==> config.mk <==
export PLATFORM = sky130hd
export DESIGN_NAME = latch_edge_monitor
export DESIGN_NICKNAME = d
export VERILOG_FILES = /design/src/rtl/latch_edge_monitor.sv
export SDC_FILE = /design/constraint.sdc
export NUM_CORES = 1
export LEC_CHECK = 0
export BUFFER_PORTS_ARGS = -buffer_cell sky130_fd_sc_hd__buf_2
export CORE_MARGIN = 4
export CORE_UTILIZATION = 50
export DETAILED_ROUTE_END_ITERATION = 7
export HOLD_SLACK_MARGIN = 0.06
export PLACE_DENSITY_LB_ADDON = 0.12
export SETUP_SLACK_MARGIN = 0.05
export SLEW_MARGIN = 5
export SYNTH_ARGS = -nofsm -noshare
export SYNTH_HDL_FRONTEND = slang
export SYNTH_SLANG_ARGS = --single-unit
==> constraint.sdc <==
create_clock -name clk -period 1.9 [get_ports clk]
set_input_delay 0.285 -clock clk [delete_from_list [all_inputs] [get_ports clk]]
set_output_delay 0.285 -clock clk [all_outputs]
set_load 0.01 [all_outputs]
==> src/rtl/latch_edge_monitor.sv <==
// Synchronises the asynchronous d_latch output, filters glitches with a stability window,
// and reports saturating rise/fall counts over a valid/ready snapshot handshake.
module latch_edge_monitor #(
    parameter int unsigned FILTER_LEN = 4,
    parameter int unsigned CNT_W      = 8
) (
    input  logic             clk,
    input  logic             clr,
    input  logic             q_in,
    input  logic             snap,
    output logic             q_filt,
    output logic             rise,
    output logic             fall,
    output logic             rpt_valid,
    input  logic             rpt_ready,
    output logic [CNT_W-1:0] rpt_rise,
    output logic [CNT_W-1:0] rpt_fall,
    output logic             rpt_sat
);

    localparam int unsigned         FCNT_W    = $clog2(FILTER_LEN + 1);
    localparam logic [FCNT_W-1:0]   FCNT_LAST = FCNT_W'(FILTER_LEN - 1);
    localparam logic [CNT_W-1:0]    CNT_MAX   = '1;

    typedef enum logic {
        IDLE = 1'b0,
        HOLD = 1'b1
    } rpt_state_e;

    logic              s1_q, s1_d;
    logic              s2_q, s2_d;
    logic [FCNT_W-1:0] fcnt_q, fcnt_d;
    logic              q_filt_q, q_filt_d;
    logic              rise_q, rise_d;
    logic              fall_q, fall_d;
    logic [CNT_W-1:0]  rise_cnt_q, rise_cnt_d;
    logic [CNT_W-1:0]  fall_cnt_q, fall_cnt_d;
    logic [CNT_W-1:0]  rpt_rise_q, rpt_rise_d;
    logic [CNT_W-1:0]  rpt_fall_q, rpt_fall_d;
    logic              rpt_sat_q, rpt_sat_d;
    rpt_state_e        state_q, state_d;

    logic toggle;
    logic rise_ev;
    logic fall_ev;
    logic capture;

    // Synchroniser and stability filter: a single matching cycle restarts the window.
    always_comb begin
        // NOTE: every always_comb output gets a default first so no path can infer a latch.
        s1_d     = q_in;
        s2_d     = s1_q;
        toggle   = 1'b0;
        fcnt_d   = '0;
        q_filt_d = q_filt_q;
        if (s2_q != q_filt_q) begin
            if (fcnt_q == FCNT_LAST) begin
                toggle   = 1'b1;
                q_filt_d = ~q_filt_q;
            end else begin
                fcnt_d = fcnt_q + FCNT_W'(1);
            end
        end
        rise_ev = toggle & ~q_filt_q;
        fall_ev = toggle &  q_filt_q;
        rise_d  = rise_ev;
        fall_d  = fall_ev;
    end

    // Report FSM; a capture clears the live counters but keeps a same-cycle edge.
    always_comb begin
        state_d    = state_q;
        capture    = 1'b0;
        rpt_rise_d = rpt_rise_q;
        rpt_fall_d = rpt_fall_q;
        rpt_sat_d  = rpt_sat_q;
        case (state_q)
            IDLE: begin
                if (snap) begin
                    capture = 1'b1;
                    state_d = HOLD;
                end
            end
            HOLD: begin
                if (rpt_ready) begin
                    state_d = IDLE;
                end
            end
        endcase
        if (capture) begin
            rpt_rise_d = rise_cnt_q;
            rpt_fall_d = fall_cnt_q;
            rpt_sat_d  = (rise_cnt_q == CNT_MAX) || (fall_cnt_q == CNT_MAX);
        end

        rise_cnt_d = rise_cnt_q;
        fall_cnt_d = fall_cnt_q;
        if (capture) begin
            rise_cnt_d = CNT_W'(rise_ev);
            fall_cnt_d = CNT_W'(fall_ev);
        end else begin
            if (rise_ev && (rise_cnt_q != CNT_MAX)) rise_cnt_d = rise_cnt_q + CNT_W'(1);
            if (fall_ev && (fall_cnt_q != CNT_MAX)) fall_cnt_d = fall_cnt_q + CNT_W'(1);
        end
    end

    always_ff @(posedge clk or negedge clr) begin
        if (!clr) begin
            s1_q       <= 1'b0;
            s2_q       <= 1'b0;
            fcnt_q     <= '0;
            q_filt_q   <= 1'b0;
            rise_q     <= 1'b0;
            fall_q     <= 1'b0;
            rise_cnt_q <= '0;
            fall_cnt_q <= '0;
            rpt_rise_q <= '0;
            rpt_fall_q <= '0;
            rpt_sat_q  <= 1'b0;
            state_q    <= IDLE;
        end else begin
            // NOTE: non-blocking assignments so every flop samples pre-edge values.
            s1_q       <= s1_d;
            s2_q       <= s2_d;
            fcnt_q     <= fcnt_d;
            q_filt_q   <= q_filt_d;
            rise_q     <= rise_d;
            fall_q     <= fall_d;
            rise_cnt_q <= rise_cnt_d;
            fall_cnt_q <= fall_cnt_d;
            rpt_rise_q <= rpt_rise_d;
            rpt_fall_q <= rpt_fall_d;
            rpt_sat_q  <= rpt_sat_d;
            state_q    <= state_d;
        end
    end

    assign q_filt    = q_filt_q;
    assign rise      = rise_q;
    assign fall      = fall_q;
    assign rpt_valid = (state_q == HOLD);
    assign rpt_rise  = rpt_rise_q;
    assign rpt_fall  = rpt_fall_q;
    assign rpt_sat   = rpt_sat_q;

endmodule

==> reports/metrics.cfg, run 1 <==
[power_and_ir_drop]
p_leak_nw = 1.14
powerDensity_nw_per_um2 = 896
ir_drop_uv = 430

[route]
wirelength_mm = 3.54
drt_pass1_iterations = 4
drt-vias-per-instance = 5.31
route.detailed.wl_per_inst_um = 14.0
ant_nets = 0
dr.first_iter.drc_count = 105
route.detailed.drc = 0
vias = 1343

[sta]
slew_violations = 0
fin_skew_ns = 0.0117
slew_headroom = 0.542
rsz0062_at_grt = false
timing.fmax_ghz = 0.588
finalHoldViolCount = 0
period_share = 0.895
finalSetupTns_ns = 0
fin_ws_ns = 0.199
min_period_ns = 1.70
final-setup-viol-count = 0
worst_slew_pin_slew_ns = 0.686

[synthesis]
syn_nets = 186
synth.most_common_cell = nand2_1
ys.flop_type = dfrtp_1
synth_area_per_cell_um2 = 10.3
synth.distinct_cells = 31
async_reset_ff_frac = 1.00
ys_seq_area_frac = 0.574
synthTopCellsByArea = dfrtp_1, nand2_1, xor2_1
synth_seq_cells = 42
synth_top_cell_by_area = dfrtp_1
synth_edf_count = 0
synth_common_cells = nand2_1, dfrtp_1, nor2_1, o21ai_0, xor2_1
ys.warnings.count = 0
syn_area_um2 = 1830
syn_inst = 178
synth_top_area_share = 0.574

[setup_path]
critPathCaptureType = flop
criticalPathCategory = flop to flop
cp.required_ns = 2.12
cpMaxStageDelayCell = and4bb_1
critical_path.max_stage_delay_ns = 0.39
cp_max_fo = 7
cp_data_arrival_time_ns = 1.92
path_cells = ha_1 -> and4bb_1 -> o211ai_4 -> or3_1 -> a21oi_1
cp-start-kind = flop

[grt]
grt_pass1_wl_mm = 6.16
track_usage = 0.181
grt_max_degree = 26
grt_overflow = 0
grt_pass1_vias = 1353
antenna_found_initial = 0

[run_status]
status = finished clean

[cells_and_area]
diodes = 0
drive_gt1_frac = 0.213
fill_cells = 302
register_area_um2 = 1050
nets = 214
syn2layout_area_growth_pct = 16.1
multi_input_area_um2 = 733
final_core_util = 0.618
final_area_um2 = 2130

[floorplanning]
die_w_um = 68.5
start_util = 0.532
rows = 21
dieArea_um2 = 4690
io-pin-count = 26
fp.dieH_um = 68.5
coreArea_um2 = 3440

[clocking]
cts_buffers = 5
clockBufferDepth = 2
cts.sinks = 42
clk_latency_ns = 0.29
root_buffer = clkbuf_8
htreeDepth = 2
cts.clk_slew.worst_paths_ns = 0.08
postCtsSetupRepairBufs = 0
cts_tree = done

[placement]
io_buffers = 25
gp_congestion = 0.865
dpl_cell_area_um2 = 2010
post-place-ws_ns = 0.198
dpl.hpwl_mm = 2.52

[min_path]
worstHoldPathType = primary input to flop

[job]
cap_violations = 0

## cell families after synthesis
group,Yosys count,synth area share
buffers and inverters,9,0.0267
AND/OR/NAND/NOR,91,0.234
flip-flops,42,0.574
multiplexers,4,0.0232
XOR/XNOR,8,0.0383
adder cells (fa/ha/maj),3,0.0205
AO/OA/AOI/OAI,21,0.0834
## cell type report
cell class	count	share of cell area
clock buffer	8	0.0518
timing repair buffer	29	0.0800
sequential	42	0.494
multi-input combinational	127	0.345
tap	46	0.0271
inverter	1	0.00177
## placed cells by master (no fill, tap or decap), drive strengths merged, types with 2 or more instances in the layout
cell type  count
mux2i          2
xor2           7
and2           2
nor2           9
ha             3
nand4          4
a21oi          4
nand3          6
clkbuf         8
o211ai         6
and3           5
buf           28
and4bb         2
o21ai          9
or3            4
nand2         53
nor3b          2
mux2           2
dfrtp         42
## routing by layer
metal / GRT usage / part of all wire / vias to the layer above
met3: 0.0583 / 0.040 / 6
met5: 0 / 0 / -
met1: 0.212 / 0.42 / 664
met4: 0.0695 / 0.018 / 0
li1: - / - / 653
met2: 0.309 / 0.52 / 20
## sequential cells by signal (all words and copies together) (netlist names)
signal / count
rpt_fall: 8
rpt_valid: 1
fall_cnt_q: 8
rpt_rise: 8
q_filt: 1
fall: 1
rise: 1
rise_cnt_q: 8
fcnt_q: 3
rpt_sat: 1
s2_q: 1
s1_q: 1
## per-stage QoR
stage,power [mW],instances,hold WS (ns)
final,1.91,253,0.100
after global routing,2.02,253,0.0820
after CTS,1.92,253,0.0892
after detailed placement,1.26,244,0.250
after global placement,1.25,244,0.240
after floorplan,1.17,178,-0.0106
## what timing repair did
action / in CTS / in global routing
hold endpoints to repair: 17 / 0
hold buffers: 1 / 0
resized for setup: 0 / 0
## critical path, delay by kind of cell, from the launching register on
kind	cells	cell delay (ns)
flops	1	0.35
fa+ha+maj	1	0.20
compound gates	2	0.32
simple gates	2	0.76
## where the power goes
group	leakage (nW)	switching (mW)	internal, mW
combinational	0.503	0.135	0.0983
sequential	0.575	0.0515	0.957
clock	0.0575	0.297	0.367
## final timing paths
kind / from / to / slack, ns / cells after the start
max in group asynchronous: clr / rpt_rise[1] / 0.97 / 3
setup reg to reg: fcnt_q[0] / fall_cnt_q[5] / 0.20 / 5
hold / removal: q_in / s1_q / 0.10 / 1
hold reg to reg: s1_q / s2_q / 0.36 / 0
setup / recovery: fcnt_q[0] / fall_cnt_q[5] / 0.20 / 5
min in group asynchronous: clr / rpt_fall[0] / 0.45 / 2
Power figures use the tool's default switching activity.
==> run 2: changes to the inputs <==
--- a/config.mk
+++ b/config.mk
@@ -5,6 +5,7 @@
 export SDC_FILE = /design/constraint.sdc
 export NUM_CORES = 1
 export LEC_CHECK = 0
+export ABC_AREA = 1
 export BUFFER_PORTS_ARGS = -buffer_cell sky130_fd_sc_hd__buf_2
 export CORE_MARGIN = 4
 export CORE_UTILIZATION = 50
==> constraint.sdc (replaced) <==
create_clock -name clk -period 1.9 [get_ports clk]
set_input_delay 0.285 -clock clk [delete_from_list [all_inputs] [get_ports clk]]
set_output_delay 0.285 -clock clk [all_outputs]
set_load 0.02 [all_outputs]
==> reports/metrics.cfg, run 2 <==
[power_and_ir_drop]
internal-power_mw = 1.34  ; -5.5%
combPwrFrac = 0.158  ; +0.036
p_sw_uw = 555  ; +15%
p_seq_frac = 0.528  ; about the same
clkPwrFrac = 0.314  ; -0.034
swShare = 0.292  ; +0.0388
ir_drop_uv = 445  ; +3.4%
powerDensity_nw_per_um2 = 858  ; -4.3%
p_total_mw = 1.90  ; -0.31%
p_leak_nw = 1.20  ; +5.2%

[sta]
fin_skew_ns = 0.00334  ; -0.00834 ns
slew_violations = 0  ; unchanged
timing.fmax_ghz = 0.677  ; +15%
period_share = 0.777  ; -0.118
min_period_ns = 1.48  ; -0.224 ns
hold_slack_ns = 0.0454  ; -0.0549 ns
finalHoldViolCount = 0  ; unchanged
final-setup-viol-count = 0  ; unchanged
rsz0062_at_grt = false
worst_slew_pin_slew_ns = 0.521  ; -0.165 ns
slew_headroom = 0.653  ; +0.111
finalSetupTns_ns = 0  ; unchanged

[floorplanning]
die_w_um = 70.2  ; +2.5%
start_util = 0.524  ; -0.00738
fp.dieH_um = 70.2  ; +2.5%
io-pin-count = 26  ; unchanged
dieArea_um2 = 4930  ; +5.0%
coreArea_um2 = 3690  ; +7.2%
rows = 22  ; +4.8%

[synthesis]
ys_seq_area_frac = 0.543  ; -0.0308
synth.distinct_cells = 24  ; -23%
synth_seq_cells = 42  ; unchanged
syn_nets = 237  ; +27%
ys.warnings.count = 0  ; unchanged
syn_area_um2 = 1930  ; +5.7%
synth_edf_count = 0  ; unchanged
synth_area_per_cell_um2 = 8.45  ; -18%
synth_top_area_share = 0.543  ; -0.0308
ys.flop_type = dfrtp_1
synth_top_cell_by_area = dfrtp_1
async_reset_ff_frac = 1.00  ; unchanged
syn_inst = 229  ; +29%
synthTopCellsByArea = dfrtp_1, nand2_1, nand3_1
synth_common_cells = nand2_1, dfrtp_1, inv_1, nor2_1
synth.most_common_cell = nand2_1

[cells_and_area]
nets = 267  ; +25%
drive_gt1_frac = 0.208  ; -0.00487
mostFrequentLayoutCell = nand2_1
fill_cells = 356  ; +18%
final_cell_mix = nand2_1, dfrtp_1, buf_2, inv_1, nor2_1
syn2layout_area_growth_pct = 14.4
fin_cells = 308  ; +22%
diodes = 0  ; unchanged
final_core_util = 0.600  ; -0.0175

[grt]
use_met2 = 0.230  ; -0.0789
grt_pass1_vias = 1407  ; +4.0%
grt_pass1_wl_mm = 6.38  ; +3.6%
grt_max_degree = 43  ; +65%
met3_usage = 0.0446  ; -0.0137
track_usage = 0.159  ; -0.0228
use_met1 = 0.228  ; +0.0165
grt_overflow = 0  ; unchanged
antenna_found_initial = 0  ; unchanged
grt_busiest_layer = met2

[route]
route.detailed.wl_per_inst_um = 11.6  ; -17%
drt-vias-per-instance = 4.88  ; -8.0%
route.detailed.drc = 0  ; unchanged
wirelength_mm = 3.56  ; +0.65%
dr.first_iter.drc_count = 123  ; +17%
drt_pass1_iterations = 4  ; unchanged
ant_nets = 0  ; unchanged
vias = 1504  ; +12%

[clocking]
cts.clk_slew.worst_paths_ns = 0.08  ; about the same
cts_buffers = 5  ; unchanged
htreeDepth = 2  ; unchanged
root_buffer = clkbuf_8
cts_resized = 0  ; unchanged
clockBufferDepth = 2  ; unchanged
cts.sinks = 42  ; unchanged
cts_hold_buf = 0  ; -1
cts_tree = done
postCtsSetupRepairBufs = 0  ; unchanged
clk_latency_ns = 0.29  ; about the same

[placement]
dpl.hpwl_mm = 2.55  ; +0.97%
gp_congestion = 0.797  ; -7.8%
io_buffers = 25  ; unchanged
dp.cells = 300  ; +23%

[setup_path]
critical_path.max_stage_delay_ns = 0.43  ; +0.04 ns
criticalPathCategory = flop to flop
cp_num_cells = 7  ; +2
setup.worst_path.start = fall_cnt_q[1]
r2r-end = fall_cnt_q[0]
cp.required_ns = 2.08  ; -0.04 ns
cp_max_fo = 8  ; +1
rrSetupSlack_ns = 0.42  ; +0.22 ns
cpLargestDelayFamily = flip-flops
r2r_start = fall_cnt_q[1]
cp_data_arrival_time_ns = 1.66  ; -0.26 ns
cp-start-kind = flop
worstSetupEndpoint = fall_cnt_q[0]
cp.buffers_inverters = 0  ; unchanged
critPathCaptureType = flop
cp_common_cell = nand2_1
worstRegToRegCells = 7  ; +2
path_cells = ha_1 -> nand2_1 -> nor2_4 -> a21oi_4 -> nor2_8 -> nand2_1 -> nand2_1
cpMaxStageDelayCell = dfrtp_1

[min_path]
worstHoldPathType = primary input to async pin

[run_status]
status = finished clean

[job]
cap_violations = 0  ; unchanged

==> run 2: cell families after synthesis <==
| kind of cell | Yosys count | share of synthesized area |
|---|---|---|
| AO/OA/AOI/OAI | 25 | 0.0731 |
| XOR/XNOR | 4 | 0.0181 |
| AND/OR/NAND/NOR | 127 | 0.288 |
| adder cells (fa/ha/maj) | 3 | 0.0194 |
| flip-flops | 42 | 0.543 |
| buffers and inverters | 28 | 0.0582 |
==> run 2: cell type report <==
type,count,area (um^2),area share
repair buffers,28,148,0.0667
clock inverters,2,12.5,0.00565
multi-input cells,159,771,0.348
clock buffers,6,82.6,0.0373
inverters,23,88.8,0.0401
flip-flops and latches,42,1050,0.475
well taps,48,60.1,0.0271
==> run 2: worst register-to-register path, stage by stage, from the launching register on <==
cell and delay, ns:
dfrtp_1 0.43, ha_1 0.22, nand2_1 0.18, nor2_4 0.06, a21oi_4 0.30, nor2_8 0.07
nand2_1 0.07, nand2_1 0.05
==> run 2: power groups by stage <==
stage / Combinational, mW / Sequential (mW) / Clock [mW]
2_1_floorplan: 0.167 / 1.06 / 0
3_3_place_gp: 0.303 / 1.02 / 0
3_5_place_dp: 0.305 / 1.02 / 0
4_1_cts: 0.306 / 1.00 / 0.616
5_1_grt: 0.340 / 1.02 / 0.656
6_report: 0.300 / 1.00 / 0.596
==> run 2: through the flow <==
step                setup WS, ns  cell area (um^2)
floorplan                  0.556              1930
global placement           0.472              2120
detailed placement         0.430              2120
CTS                        0.415              2210
global route               0.283              2210
finish                     0.423              2210
==> run 2: worst min path at each step <==
stage | end | slack, ns | cells past startpoint
5_1_grt | s1_q | 0.08 | 1
6_report | rpt_rise[0] | 0.05 | 2
3_5_place_dp | s2_q | 0.34 | 0
2_1_floorplan | fall | -0.01 | 0
3_3_place_gp | s2_q | 0.33 | 0
4_1_cts | q_filt | 0.06 | 2
==> run 2: per-layer routing <==
| metal | vias to the layer above | routed length [um] |
|---|---|---|
| met5 | - | 0 |
| met4 | 0 | 43 |
| met3 | 5 | 186 |
| met2 | 36 | 1470 |
| met1 | 680 | 1850 |
| li1 | 783 | - |
==> run 3: changes to the inputs <==
==> constraint.sdc (replaced) <==
create_clock -name clk -period 1.37 [get_ports clk]
set_input_delay 0.2055 -clock clk [delete_from_list [all_inputs] [get_ports clk]]
set_output_delay 0.2055 -clock clk [all_outputs]
set_load 0.02 [all_outputs]
==> reports/metrics.cfg, run 3 (same netlist as run 2, synthesis figures left out) <==
[floorplanning]
dieArea_um2 = 4930  ; unchanged
die_w_um = 70.2  ; unchanged
rows = 22  ; unchanged
io-pin-count = 26  ; unchanged
start_util = 0.524  ; unchanged
coreArea_um2 = 3690  ; unchanged
fp.dieH_um = 70.2  ; unchanged

[cells_and_area]
diodes = 0  ; unchanged
final_area_um2 = 2380  ; +7.7%
nets = 282  ; +5.6%
final_cell_mix = nand2_1, dfrtp_1, buf_2, inv_1, nor2_1
drive_gt1_frac = 0.255  ; +0.0469
fill_cells = 336  ; -5.6%
syn2layout_area_growth_pct = 23.2
mostFrequentLayoutCell = nand2_1
final_core_util = 0.646  ; +0.0461
register_area_um2 = 1050  ; unchanged
multi_input_area_um2 = 783  ; +1.6%
fin_cells = 323  ; +4.9%

[sta]
rsz0062_at_grt = true
finalHoldViolCount = 0  ; unchanged
final-setup-viol-count = 0  ; unchanged
timing.fmax_ghz = 0.734  ; +8.4%
fin_ws_ns = 0.00705  ; -0.416 ns
fin_skew_ns = 0.00311  ; -0.000234 ns
slew_violations = 0  ; unchanged
finalSetupTns_ns = 0  ; unchanged
period_share = 0.995  ; +0.218
min_period_ns = 1.36  ; -0.114 ns
worst_slew_pin_slew_ns = 0.379  ; -0.142 ns
slew_headroom = 0.747  ; +0.0946
hold_slack_ns = 0.104  ; +0.0590 ns

[setup_path]
criticalPathCategory = flop to flop
worstRegToRegCells = 10  ; +3
critPathCaptureType = flop
cp_data_arrival_time_ns = 1.55  ; -0.11 ns
setup.worst_path.start = fcnt_q[0]
rrSetupSlack_ns = 0.007  ; -0.42 ns
cp.required_ns = 1.56  ; -0.52 ns
r2r-end = rise_cnt_q[0]
worstSetupEndpoint = rise_cnt_q[0]
r2r_start = fcnt_q[0]
cp-start-kind = flop
cp_max_fo = 6  ; -2

[grt]
track_usage = 0.171  ; +0.0125
grt_pass1_wl_mm = 6.78  ; +6.2%
antenna_found_initial = 0  ; unchanged
grt_pass1_vias = 1503  ; +6.8%
grt_max_degree = 28  ; -35%
grt_overflow = 0  ; unchanged

[route]
route.detailed.wl_per_inst_um = 11.8  ; +2.4%
route.detailed.drc = 0  ; unchanged
wirelength_mm = 3.82  ; +7.4%
dr.first_iter.drc_count = 83  ; -33%
drt_pass1_iterations = 5  ; +1
drt-vias-per-instance = 4.76  ; -2.4%
vias = 1539  ; +2.3%
ant_nets = 0  ; unchanged

[power_and_ir_drop]
powerDensity_nw_per_um2 = 1180  ; +38%
p_total_mw = 2.82  ; +48%
ir_drop_uv = 784  ; +76%
p_leak_nw = 1.30  ; +9.0%

[min_path]
worstHoldPathType = primary input to flop
min-delay-start = rpt_ready

[clocking]
htreeDepth = 2  ; unchanged
clk_latency_ns = 0.29  ; about the same
cts_tree = done
root_buffer = clkbuf_8
cts_buffers = 5  ; unchanged
clockBufferDepth = 2  ; unchanged
cts.sinks = 42  ; unchanged
cts.clk_slew.worst_paths_ns = 0.08  ; about the same

[placement]
post-place-ws_ns = 0.00170  ; -0.428 ns
gp_congestion = 0.853  ; +7.0%
io_buffers = 25  ; unchanged
dpl.hpwl_mm = 2.74  ; +7.6%
dpl_cell_area_um2 = 2210  ; +4.5%
dp.cells = 309  ; +3.0%

[run_status]
status = finished clean

[job]
cap_violations = 0  ; unchanged

## run 3: worst min path at each step
| stage | cells past startpoint | endpoint | slack [ns] |
|---|---|---|---|
| 6_report | 2 | rpt_valid | 0.10 |
| 5_1_grt | 2 | rpt_valid | 0.11 |
| 4_1_cts | 2 | rpt_valid | 0.09 |
| 3_5_place_dp | 1 | rpt_rise[6] | 0.15 |
| 3_3_place_gp | 1 | rpt_rise[6] | 0.15 |
| 2_1_floorplan | 0 | fall | -0.09 |
## run 3: layout make-up
type                            instances  share of cell area
Clock buffer                            8              0.0462
Sequential cell                        42               0.441
Multi-Input combinational cell        159               0.329
Tap cell                               48              0.0252
Timing Repair Buffer                   43               0.122
Inverter                               23              0.0373
## run 3: critical path: stages, from the launching register on
cell	delay (ns)
dfrtp_1	0.37
ha_2	0.19
inv_2	0.04
nor2_4	0.12
nand2_2	0.10
inv_2	0.09
nand2_1	0.06
nand2_2	0.11
inv_4	0.06
nand2_1	0.06
nand2_1	0.05
## run 3: timing repair
item,4_1_cts,5_1_grt
setup buffers,2,2
setup endpoints to repair,14,16
hold endpoints to repair,16,0
hold buffers,2,0
pin swaps,5,4
cloned,0,0
resized for setup,2,1
## run 3: where the power goes
group / switching (mW) / internal, mW
combinational: 0.318 / 0.182
clock: 0.425 / 0.509
sequential: 0.0571 / 1.33
total: 0.800 / 2.02
## run 3: metal layers
layer / GRT usage / wire length [um]
met4: 0.0638 / 62
met2: 0.260 / 1620
met5: 0 / 0
met3: 0.0504 / 200
met1: 0.231 / 1940
